$ cat src/rtl/ula_pkg.sv
// Shared types and defaults for the ULA arbiter slice.
// Optional build macro ULA_SAT_EN (used in alu_core) clamps overflowing ADD/SUB results.
package ula_pkg;

    localparam int N_BITS   = 8;
    localparam int CNT_BITS = 8;

    typedef enum logic [1:0] {
        OP_AND = 2'b00,
        OP_OR  = 2'b01,
        OP_ADD = 2'b10,
        OP_SUB = 2'b11
    } alu_op_t;

    typedef enum logic {
        EMPTY = 1'b0,
        FULL  = 1'b1
    } rsp_state_t;

endpackage

$ cat src/rtl/alu_core.sv
// Purely combinational signed ALU: AND / OR / ADD / SUB with signed-overflow flag.
// Build macro ULA_SAT_EN: when defined, an overflowing ADD/SUB is clamped to
// max positive (A non-negative) or min negative (A negative); otherwise it wraps.
module alu_core
    import ula_pkg::*;
#(
    parameter int N_BITS = ula_pkg::N_BITS
) (
    input  logic [N_BITS-1:0] a,
    input  logic [N_BITS-1:0] b,
    input  logic [1:0]        f,
    output logic [N_BITS-1:0] result,
    output logic              flag_o
);

    localparam int MSB = N_BITS - 1;

    alu_op_t           op;
    logic [N_BITS-1:0] sum;
    logic [N_BITS-1:0] diff;

    assign op   = alu_op_t'(f);
    assign sum  = a + b;
    assign diff = a - b;

    // Select the operation result and detect signed overflow.
    always_comb begin
        // NOTE: defaults first so every path assigns every output; no latch is inferred.
        result = '0;
        flag_o = 1'b0;
        case (op)
            OP_AND: result = a & b;
            OP_OR:  result = a | b;
            OP_ADD: begin
                result = sum;
                flag_o = (a[MSB] == b[MSB]) && (sum[MSB] != a[MSB]);
            end
            OP_SUB: begin
                result = diff;
                flag_o = (a[MSB] != b[MSB]) && (diff[MSB] != a[MSB]);
            end
            default: ;
        endcase
`ifdef ULA_SAT_EN
        if (flag_o) begin
            result = a[MSB] ? {1'b1, {(N_BITS-1){1'b0}}} : {1'b0, {(N_BITS-1){1'b1}}};
        end
`endif
    end

endmodule

$ cat src/rtl/ula_arbiter.sv
// Round-robin arbiter sharing one alu_core between two valid/ready requesters.
// Results land in a single-entry output buffer with pass-through drain, and a
// saturating counter tracks overflowing operations. Honours ULA_SAT_EN via alu_core.
module ula_arbiter
    import ula_pkg::*;
#(
    parameter int N_BITS   = ula_pkg::N_BITS,
    parameter int CNT_BITS = ula_pkg::CNT_BITS
) (
    input  logic                clk,
    input  logic                reset,
    input  logic                req0_valid,
    output logic                req0_ready,
    input  logic [N_BITS-1:0]   req0_a,
    input  logic [N_BITS-1:0]   req0_b,
    input  logic [1:0]          req0_f,
    input  logic                req1_valid,
    output logic                req1_ready,
    input  logic [N_BITS-1:0]   req1_a,
    input  logic [N_BITS-1:0]   req1_b,
    input  logic [1:0]          req1_f,
    output logic                rsp_valid,
    input  logic                rsp_ready,
    output logic                rsp_id,
    output logic [N_BITS-1:0]   rsp_result,
    output logic                rsp_flag_o,
    output logic [CNT_BITS-1:0] ovf_count
);

    localparam logic [CNT_BITS-1:0] CNT_MAX = {CNT_BITS{1'b1}};

    rsp_state_t        state_q;
    rsp_state_t        state_d;
    logic              last_grant;
    logic              can_accept;
    logic              grant0;
    logic              grant1;
    logic              accept;
    logic [N_BITS-1:0] alu_a;
    logic [N_BITS-1:0] alu_b;
    logic [1:0]        alu_f;
    logic [N_BITS-1:0] alu_result;
    logic              alu_flag;

    // Round-robin grant; a tie goes to the requester that did not win last time.
    always_comb begin
        grant0 = 1'b0;
        grant1 = 1'b0;
        if (req0_valid && req1_valid) begin
            grant0 = last_grant;
            grant1 = !last_grant;
        end else begin
            grant0 = req0_valid;
            grant1 = req1_valid;
        end
    end

    // Readies are suppressed while reset is asserted so nothing is accepted then.
    assign can_accept = (state_q == EMPTY) || rsp_ready;
    assign req0_ready = !reset && can_accept && grant0;
    assign req1_ready = !reset && can_accept && grant1;
    assign accept     = req0_ready || req1_ready;

    // Steer the granted requester's operands into the shared ALU.
    assign alu_a = grant1 ? req1_a : req0_a;
    assign alu_b = grant1 ? req1_b : req0_b;
    assign alu_f = grant1 ? req1_f : req0_f;

    alu_core #(.N_BITS(N_BITS)) u_alu (
        .a      (alu_a),
        .b      (alu_b),
        .f      (alu_f),
        .result (alu_result),
        .flag_o (alu_flag)
    );

    // Output buffer state register.
    always_ff @(posedge clk) begin
        // NOTE: non-blocking assignments for all sequential state so every flop samples pre-edge values.
        if (reset) state_q <= EMPTY;
        else       state_q <= state_d;
    end

    // Next state: a load always leaves the buffer FULL; a drain without refill empties it.
    always_comb begin
        state_d = state_q;
        if (accept)                             state_d = FULL;
        else if (state_q == FULL && rsp_ready)  state_d = EMPTY;
    end

    assign rsp_valid = (state_q == FULL);

    // Buffer payload and round-robin history; loaded only on an accept edge.
    always_ff @(posedge clk) begin
        if (reset) begin
            rsp_id     <= 1'b0;
            rsp_result <= '0;
            rsp_flag_o <= 1'b0;
            last_grant <= 1'b1;
        end else if (accept) begin
            rsp_id     <= grant1;
            rsp_result <= alu_result;
            rsp_flag_o <= alu_flag;
            last_grant <= grant1;
        end
    end

    // Saturating count of accepted operations that overflowed.
    always_ff @(posedge clk) begin
        if (reset)                                       ovf_count <= '0;
        else if (accept && alu_flag && ovf_count != CNT_MAX) ovf_count <= ovf_count + 1'b1;
    end

endmodule

$ cat config.mk
export PLATFORM = sky130hd
export DESIGN_NAME = ula_arbiter
export DESIGN_NICKNAME = d
export VERILOG_FILES = /design/src/rtl/ula_pkg.sv /design/src/rtl/alu_core.sv /design/src/rtl/ula_arbiter.sv
export SDC_FILE = /design/constraint.sdc
export NUM_CORES = 1
export LEC_CHECK = 0
export CAP_MARGIN = 20
export CORE_ASPECT_RATIO = 0.5
export CORE_MARGIN = 3
export CORE_UTILIZATION = 38
export CTS_BUF_LIST = sky130_fd_sc_hd__clkbuf_4 sky130_fd_sc_hd__clkbuf_8 sky130_fd_sc_hd__clkbuf_16
export DETAILED_ROUTE_END_ITERATION = 7
export PLACE_DENSITY = 0.67
export SLEW_MARGIN = 10
export SYNTH_ARGS = -nofsm -noshare
export SYNTH_HDL_FRONTEND = slang
export SYNTH_SLANG_ARGS = --single-unit
$ cat constraint.sdc
create_clock -name clk -period 12.86 [get_ports clk]
set_input_delay 2.572 -clock clk [delete_from_list [all_inputs] [get_ports clk]]
set_output_delay 2.572 -clock clk [all_outputs]
set_load 0.05 [all_outputs]
-- Yosys cells after proc, flatten, opt, wreduce, memory -nomap -nowiden
Index checks and enable logic that the tools add are counted.
- $add $sub $neg: 3
- mux-type cells: 9
- bitwise gates (word level): 3
- reduce and logical (&&, ||, !) cells: 15
- equal/unequal tests: 8
- operator list (operator ; number):
    one-hot mux 8 bit (4 select lines) ; 1
    two-way mux 8 bit ; 2
    logical AND 1 bit ; 9
    adder 8 x 1 -> 8 bit, second input constant ; 1
    adder 8 bit ; 1
    AND 8 bit ; 1
    != test 8 bit, second input constant ; 1
    bitwise OR 8 bit ; 1
    subtractor 8 bit ; 1
    == test 2 bit, second input constant ; 2
    two-way mux 1 bit ; 4
    != test 1 bit ; 3
    == test 2 x 1 -> 1 bit, second input constant ; 1
    zero test 1 bit ; 2
    zero test 2 bit ; 1
    logical OR 1 bit ; 2
    two-way mux 2 bit ; 1
    one-hot mux 1 bit (2 select lines) ; 1
    nonzero test 2 bit ; 1
    == test 1 bit ; 1
    inverter 1 bit ; 1
- bits in registers: 20
- input bits: 41

-- Depth between registers and ports, before layout
Gate-level depths: netlist (run 1).
- word-level depth: 9
- depth in mapped cells: 14
- mapped depth without buffers: 12

-- By module
From an unflattened synthesis (run 1), not the netlist that was laid out.
- cells, all modules: 270
- area, all modules: 2137.0 um2
- modules (own cells, without submodules) (module ; instances ; area an instance (um2) ; seq. area each (um2) ; cells an instance):
    ula_arbiter ; 1 ; 1109.8 ; 400.4 ; 118
    alu_core ; 1 ; 1027.2 ; 0.0 ; 152

-- Worst setup path after synthesis (run 1)
OpenSTA, ideal clock, no wires.
- path type: input port to flip-flop
- from: input port req1_valid
- to: register ovf_count[5]
- data arrival time: 6.092 ns
- stages on the path: 14
- path slack: 6.645 ns
- library setup time: 0.123 ns
- buffers on the path: 3
- cell sequence: a21boi_4 -> buf_2 -> buf_1 -> mux2i_1 -> inv_1 -> ha_1 -> a211o_1 -> o2111ai_1 -> a32oi_1 -> o221a_1 -> or4_1 -> buf_2 -> nor3_1 -> mux2_1
- longest elaborated chain between the ends: 9
- RTL lines (item ; RTL line ; text):
    start: declaration ; ula_arbiter.sv:17 ; input logic req1_valid,
    logical AND 1 bit ; ula_arbiter.sv:49 ; if (req0_valid && req1_valid) begin
    two-way mux 1 bit ; ula_arbiter.sv:49 ;
    two-way mux 8 bit, on equally long branches ; ula_arbiter.sv:65, ula_arbiter.sv:66 ;
    subtractor 8 bit / adder 8 bit (equally long branches) ; alu_core.sv:24, alu_core.sv:23 ;
    != test 1 bit, on equally long branches ; alu_core.sv:40, alu_core.sv:36 ;
    logical AND 1 bit, on equally long branches ; alu_core.sv:40, alu_core.sv:36 ;
    one-hot mux 1 bit (2 select lines) ; alu_core.sv:31 ; case (op)
    logical AND 1 bit (*) (2 in a row) ; ula_arbiter.sv:111 ; else if (accept && alu_flag && ovf_count != CNT_MAX) ovf_count <= ovf_count + 1'b1;
    end signal: assignment ; ula_arbiter.sv:111 ;
    end: declaration ; ula_arbiter.sv:27 ; output logic [CNT_BITS-1:0] ovf_count
Mark *: on every way between the ends. The rest lies on a longest branch, timed or not.
A chain may end at the register's enable or synchronous reset.

-- Final worst setup path (run 1)
- from: input port req1_valid
- to: output port req1_ready
- longest elaborated chain between the ends: 3
- RTL lines (item ; RTL line ; text):
    logical AND 1 bit ; ula_arbiter.sv:49 ;
    two-way mux 1 bit (*) ; ula_arbiter.sv:49 ;
    logical AND 1 bit (*) ; ula_arbiter.sv:61 ; assign req1_ready = !reset && can_accept && grant1;
    end: declaration ; ula_arbiter.sv:18 ; output logic req1_ready,
Marked as above.

==> out/summary.txt, run 1 <==
status: finished, final reports clean
Die H: 57.5 µm
Routed Wire Length: 5.07 mm
post-layout util: 0.548
gr ovfl total: 0
critical path class: input port to output port
Leak: 1.17 nW
worst-path cell chain: clkdlybuf4s50_1 -> a21boi_4 -> and3_1 -> clkdlybuf4s50_1
first-pass GRT wire length: 8.49 mm
hold buffer count at CTS: 0
Die W: 109 µm
number of DRC markers in iteration 0: 85
max frequency: 0.133 GHz
Post-DRT Antenna Nets: 0
Final Cell Area: 2750 µm²
total CTS buffers: 3
post-route setup TNS: 0 ns
DRC: 0
crit share post-route: 0.587
gate count after technology mapping: 252
# Max-Cap Violations: 0
1st-pass router iterations: 4
Overall Global Routing Usage: 0.167
delay-heaviest family, CP: buffers and inverters
Post-DP Area: 2680 µm²
number of diodes: 0
CTS root buf: clkbuf_8
Mean Syn Cell Area: 8.00 µm²
Slowest Stage Delay on Critical Path: 0.81 ns
Fin Hold WS: 0.481 ns
Critical Path RT: 10.29 ns
DRT met1 WL: 2.34 mm
area delta synth->final: 36.6%
Die ar.: 6270 µm²
Site Rows: 18
I/O Pins: 62
sequential fraction of the synthesis area: 0.199
Nets: 377
Worst setup EP type: output port
Met2 Routed Length: 2.37 mm
Worst-Margin Slew: 1.03 ns
final setup margin: 5.32 ns
Pins Over Slew Limit: 0
syn nets: 320
top routing layer in use: met4
commonest non-fill, non-tap cells in the layout: clkdlybuf4s50_1 (61), ha_1 (25), nor2_1 (23), nand2_1 (23), inv_1 (22)
met3 WL: 300 µm
Worst Path Buf+Inv: 2
vias per cell: 5.19
final setup fails: 0
worst hold path type: flip-flop to flip-flop
Syn Std Cell Area: 2020 µm²
initial antenna violation count: 0
min cycle time layout: 7.54 ns
CTS clock-pin slew for the worst setup and hold paths: 0.08 ns
most common cell after layout, fill and taps aside: clkdlybuf4s50_1
clk_skew: 0.00435 ns
Max-slew headroom: 0.294
layout cells sized above 1: 0.0877
dpl ws: 5.32 ns
DP Wirelength: 4.07 mm
CTS H-Tree Depth: 1
number of global-route vias before repair: 1928
final hold vios: 0
Slowest-stage cell, CP: clkdlybuf4s50_1
largest net degree at the start of global routing: 26
Most used DFF post-synth: dfxtp_1
Port Buf Inserts: 61
yosys warns: 0
maximum VDD drop: 0.0401 mV
DR WL/cell: 13.4 µm
core area: 5020 µm²
number of gates resized after CTS: 0
flops & latches, synth: 20
EDFF count, synth: 0
clk buf depth: 2
CTS tree: built
Synth cell types: 45
Worst Setup Start Kind: input port
crit path max fanout: 25
Final GP Congestion: 0.845
RSZ-0062 raised after global routing: no
CP most frequent cell: clkdlybuf4s50_1
initial core utilization: 0.401
vias: 1962
clock sink total: 20
Worst EP arrival: 4.97 ns
Setup Fix Bufs, Post-CTS: 0
worst-skew pair later-pin latency: 0.27 ns
Post-synth ARST share: 0
P per Cell Area: 91.2 nW/µm²
path summary, 6_finish.rpt:
kind                                     from             to  slack, ns  depth (start not counted)
worst min register to register  rsp_result[2]  rsp_result[2]       0.48                          2
worst max register to register     last_grant   ovf_count[5]       8.70                         11
worst max-delay path               req1_valid     req1_ready       5.32                          4
worst min-delay path            rsp_result[2]  rsp_result[2]       0.48                          2
per-layer routing:
layer  GRT usage  vias to the layer above
met5           0                        -
met4      0.0594                        0
met3      0.0237                        6
met2       0.290                       47
met1       0.214                      912
li1            -                      997
worst min-delay path, stage by stage, from the launching register on:
cell and delay (ns):
dfxtp_1 0.32, nand3_1 0.05, o21ai_0 0.06
per-stage QoR:
| stage | total power, mW | cells |
|---|---|---|
| 3_5_place_dp | 0.187 | 374 |
| 3_3_place_gp | 0.184 | 374 |
| 6_report | 0.251 | 378 |
| 5_1_grt | 0.267 | 378 |
| 2_1_floorplan | 0.150 | 252 |
| 4_1_cts | 0.252 | 378 |
flip-flops by register name (all words and copies together) (netlist names):
register and count:
rsp_result 8, last_grant 1, ovf_count 8, rsp_valid 1, rsp_id 1, rsp_flag_o 1
cell families (layout without fill, tap and decap cells):
| logic type | count (synthesis) | after routing | share of synthesized area |
|---|---|---|---|
| simple gates | 76 | 76 | 0.179 |
| compound gates | 61 | 61 | 0.203 |
| buf+inv | 33 | 89 | 0.0639 |
| fa+ha+maj | 27 | 27 | 0.175 |
| mux | 27 | 27 | 0.146 |
| flops | 20 | 20 | 0.199 |
| xor+xnor | 8 | 8 | 0.0348 |
power by group:
| part | internal (mW) | total, mW | leakage, nW | switching (mW) |
|---|---|---|---|---|
| logic | 0.0507 | 0.117 | 0.968 | 0.0658 |
| clock network | 0.0416 | 0.0651 | 0.0357 | 0.0235 |
| registers | 0.0665 | 0.0694 | 0.164 | 0.00290 |
Yosys cell counts, drive strengths merged (4+ instances only):
cell | n | area [µm²]
ha | 25 | 313
nand2 | 23 | 86.3
nor2 | 23 | 86.3
inv | 22 | 82.6
dfxtp | 20 | 400
o21ai | 17 | 85.1
mux2 | 16 | 180
a21oi | 15 | 78.8
mux2i | 11 | 114
o211ai | 8 | 60.1
clkbuf | 6 | 22.5
nand3 | 6 | 30.0
nor3 | 6 | 30.0
and3 | 5 | 31.3
buf | 5 | 23.8
nor2b | 4 | 25.0
xnor2 | 4 | 35.0
xor2 | 4 | 35.0
final cells by class:
type / count / area, µm²
Clock buffer: 3 / 41.3
Sequential cell: 20 / 400
Clock inverter: 1 / 30.0
Fill cell: 490 / 2270
Timing Repair Buffer: 63 / 626
Multi-Input combinational cell: 199 / 1490
Inverter: 22 / 82.6
Tap cell: 70 / 87.6
(Power assumes the default switching activity.)
==> inputs of run 2 (changes only) <==
--- a/config.mk
+++ b/config.mk
@@ -11,7 +11,7 @@
 export CORE_UTILIZATION = 38
 export CTS_BUF_LIST = sky130_fd_sc_hd__clkbuf_4 sky130_fd_sc_hd__clkbuf_8 sky130_fd_sc_hd__clkbuf_16
 export DETAILED_ROUTE_END_ITERATION = 7
-export PLACE_DENSITY = 0.67
+export PLACE_DENSITY = 0.7
 export SLEW_MARGIN = 10
 export SYNTH_ARGS = -nofsm -noshare
 export SYNTH_HDL_FRONTEND = slang
==> constraint.sdc (replaced) <==
create_clock -name clk -period 6.2 [get_ports clk]
set_input_delay 1.24 -clock clk [delete_from_list [all_inputs] [get_ports clk]]
set_output_delay 1.24 -clock clk [all_outputs]
set_load 0.05 [all_outputs]
==> run 2 against run 1 <==
Sequential cell count is the same. Clock power grew 100%. Design area grew 0.27%. Clock skew is essentially flat. Sequential share of layout area is essentially flat. Setup slack lost 4.4 ns. Largest cell class unchanged.
==> out/summary.txt, run 2 (synthesized netlist as in run 1, its figures left out) <==
initial antenna violation count: 0
Routed Wire Length: 4.95 mm
Min-Delay Endpoint: rsp_result[2]
Die H: 57.5 µm
Post-DP Area: 2680 µm²
Post-DRT Antenna Nets: 0
1st-pass router iterations: 5
Worst Hold Path Cells: 2
DRC: 0
vias: 1939
Site Rows: 18
reg2reg start: last_grant
# Max-Cap Violations: 0
Pwr Total: 0.517 mW
gr ovfl total: 0
Max-slew headroom: 0.384
vias per cell: 5.12
final hold vios: 0
min cycle time layout: 5.31 ns
largest registers: ovf_count x8, rsp_result x8
critical path class: input port to flip-flop
maximum VDD drop: 0.0802 mV
Setup Fix Bufs, Post-CTS: 0
area delta synth->final: 37.0%
Overall Global Routing Usage: 0.166
initial core utilization: 0.401
max frequency: 0.188 GHz
flop2flop setup slack: 2.07 ns
crit path max fanout: 25
Final Cell Area: 2760 µm²
core area: 5020 µm²
first-pass GRT wire length: 8.60 mm
I/O Pins: 62
clock sink total: 20
crit share post-route: 0.857
Pins Over Slew Limit: 0
Nets: 378
Final GP Congestion: 0.918
worst-skew pair later-pin latency: 0.26 ns
min-delay src: rsp_result[2]
FF/Latch Area: 400 µm²
Worst EP arrival: 5.47 ns
Die W: 109 µm
clk buf depth: 2
Worst-Margin Slew: 0.921 ns
status: finished, final reports clean
worst hold path type: flip-flop to flip-flop
number of global-route vias before repair: 1861
DP Wirelength: 3.95 mm
most common cell after layout, fill and taps aside: clkdlybuf4s50_1
Critical Path RT: 6.36 ns
CTS clock-pin slew for the worst setup and hold paths: 0.08 ns
number of DRC markers in iteration 0: 89
Leak: 1.17 nW
number of gates resized after CTS: 0
Worst Setup Start Kind: input port
post-route setup TNS: 0 ns
RSZ-0062 raised after global routing: no
Die ar.: 6270 µm²
post-layout util: 0.550
R2R cell count: 11
P per Cell Area: 187 nW/µm²
layout cells sized above 1: 0.0906
largest net degree at the start of global routing: 26
worst r2r dst: ovf_count[5]
CTS H-Tree Depth: 1
Fillers: 494
CTS tree: built
Port Buf Inserts: 61
clk_skew: 0.00437 ns
CTS root buf: clkbuf_8
number of diodes: 0
commonest non-fill, non-tap cells in the layout: clkdlybuf4s50_1 (61), ha_1 (25), nor2_1 (23), nand2_1 (23), inv_1 (22)
DR WL/cell: 13.1 µm
total CTS buffers: 3
final setup fails: 0
hold buffer count at CTS: 0
Worst setup EP type: flip-flop
Multi-input gate area: 1490 µm²
run 2: changes by cell type in the layout (fill, tap and decap cells not counted):
| cell | before | now |
|---|---|---|
| buf_4 | 2 | 3 |
run 2: layout make-up:
type,instances,share of cell area
multi-input combinational,199,0.538
timing repair buffer,64,0.229
sequential,20,0.145
tap,70,0.0317
inverter,22,0.0299
clock buffer,3,0.0150
clock inverter,1,0.0109
run 2: power by group:
| group | total [mW] | switching [mW] | internal [mW] |
|---|---|---|---|
| sequential | 0.143 | 0.00542 | 0.138 |
| combinational | 0.240 | 0.134 | 0.106 |
| clock | 0.133 | 0.0465 | 0.0863 |
| total | 0.517 | 0.186 | 0.330 |
run 2: worst max-delay path by stage:
stage	slack [ns]	startpoint	cells past startpoint	endpoint
finish	0.89	req1_valid	12	ovf_count[5]
global route	0.53	req1_valid	12	ovf_count[5]
CTS	0.85	req1_valid	12	ovf_count[5]
detailed placement	0.58	req1_valid	12	ovf_count[5]
global placement	0.74	req1_valid	12	ovf_count[5]
floorplan	1.32	req1_valid	14	ovf_count[5]
run 2: metal layers:
metal  vias to the layer above  track usage  wire, µm
met5                         -            0         0
met4                         0       0.0162        17
met3                         2       0.0249       198
met2                        42        0.285      2280
met1                       898        0.230      2450
li1                        997            -         -
run 2: worst max-delay path, cell delays in order:
cell and delay [ns]:
clkdlybuf4s50_1 0.52, a21boi_4 0.76, mux2i_1 0.42, inv_1 0.16, ha_1 0.26, a211o_1 0.27, o2111ai_1 0.12, a32oi_1 0.20
o221a_1 0.28, or4_1 0.66, nor3_1 0.21, mux2_1 0.34
run 2: stage by stage:
stage	cells	setup WS [ns]	hold slack [ns]
after floorplan	252	1.32	0.504
after global placement	373	0.738	0.462
after detailed placement	373	0.576	0.470
after CTS	377	0.853	0.484
after global routing	379	0.533	0.508
final	379	0.888	0.479
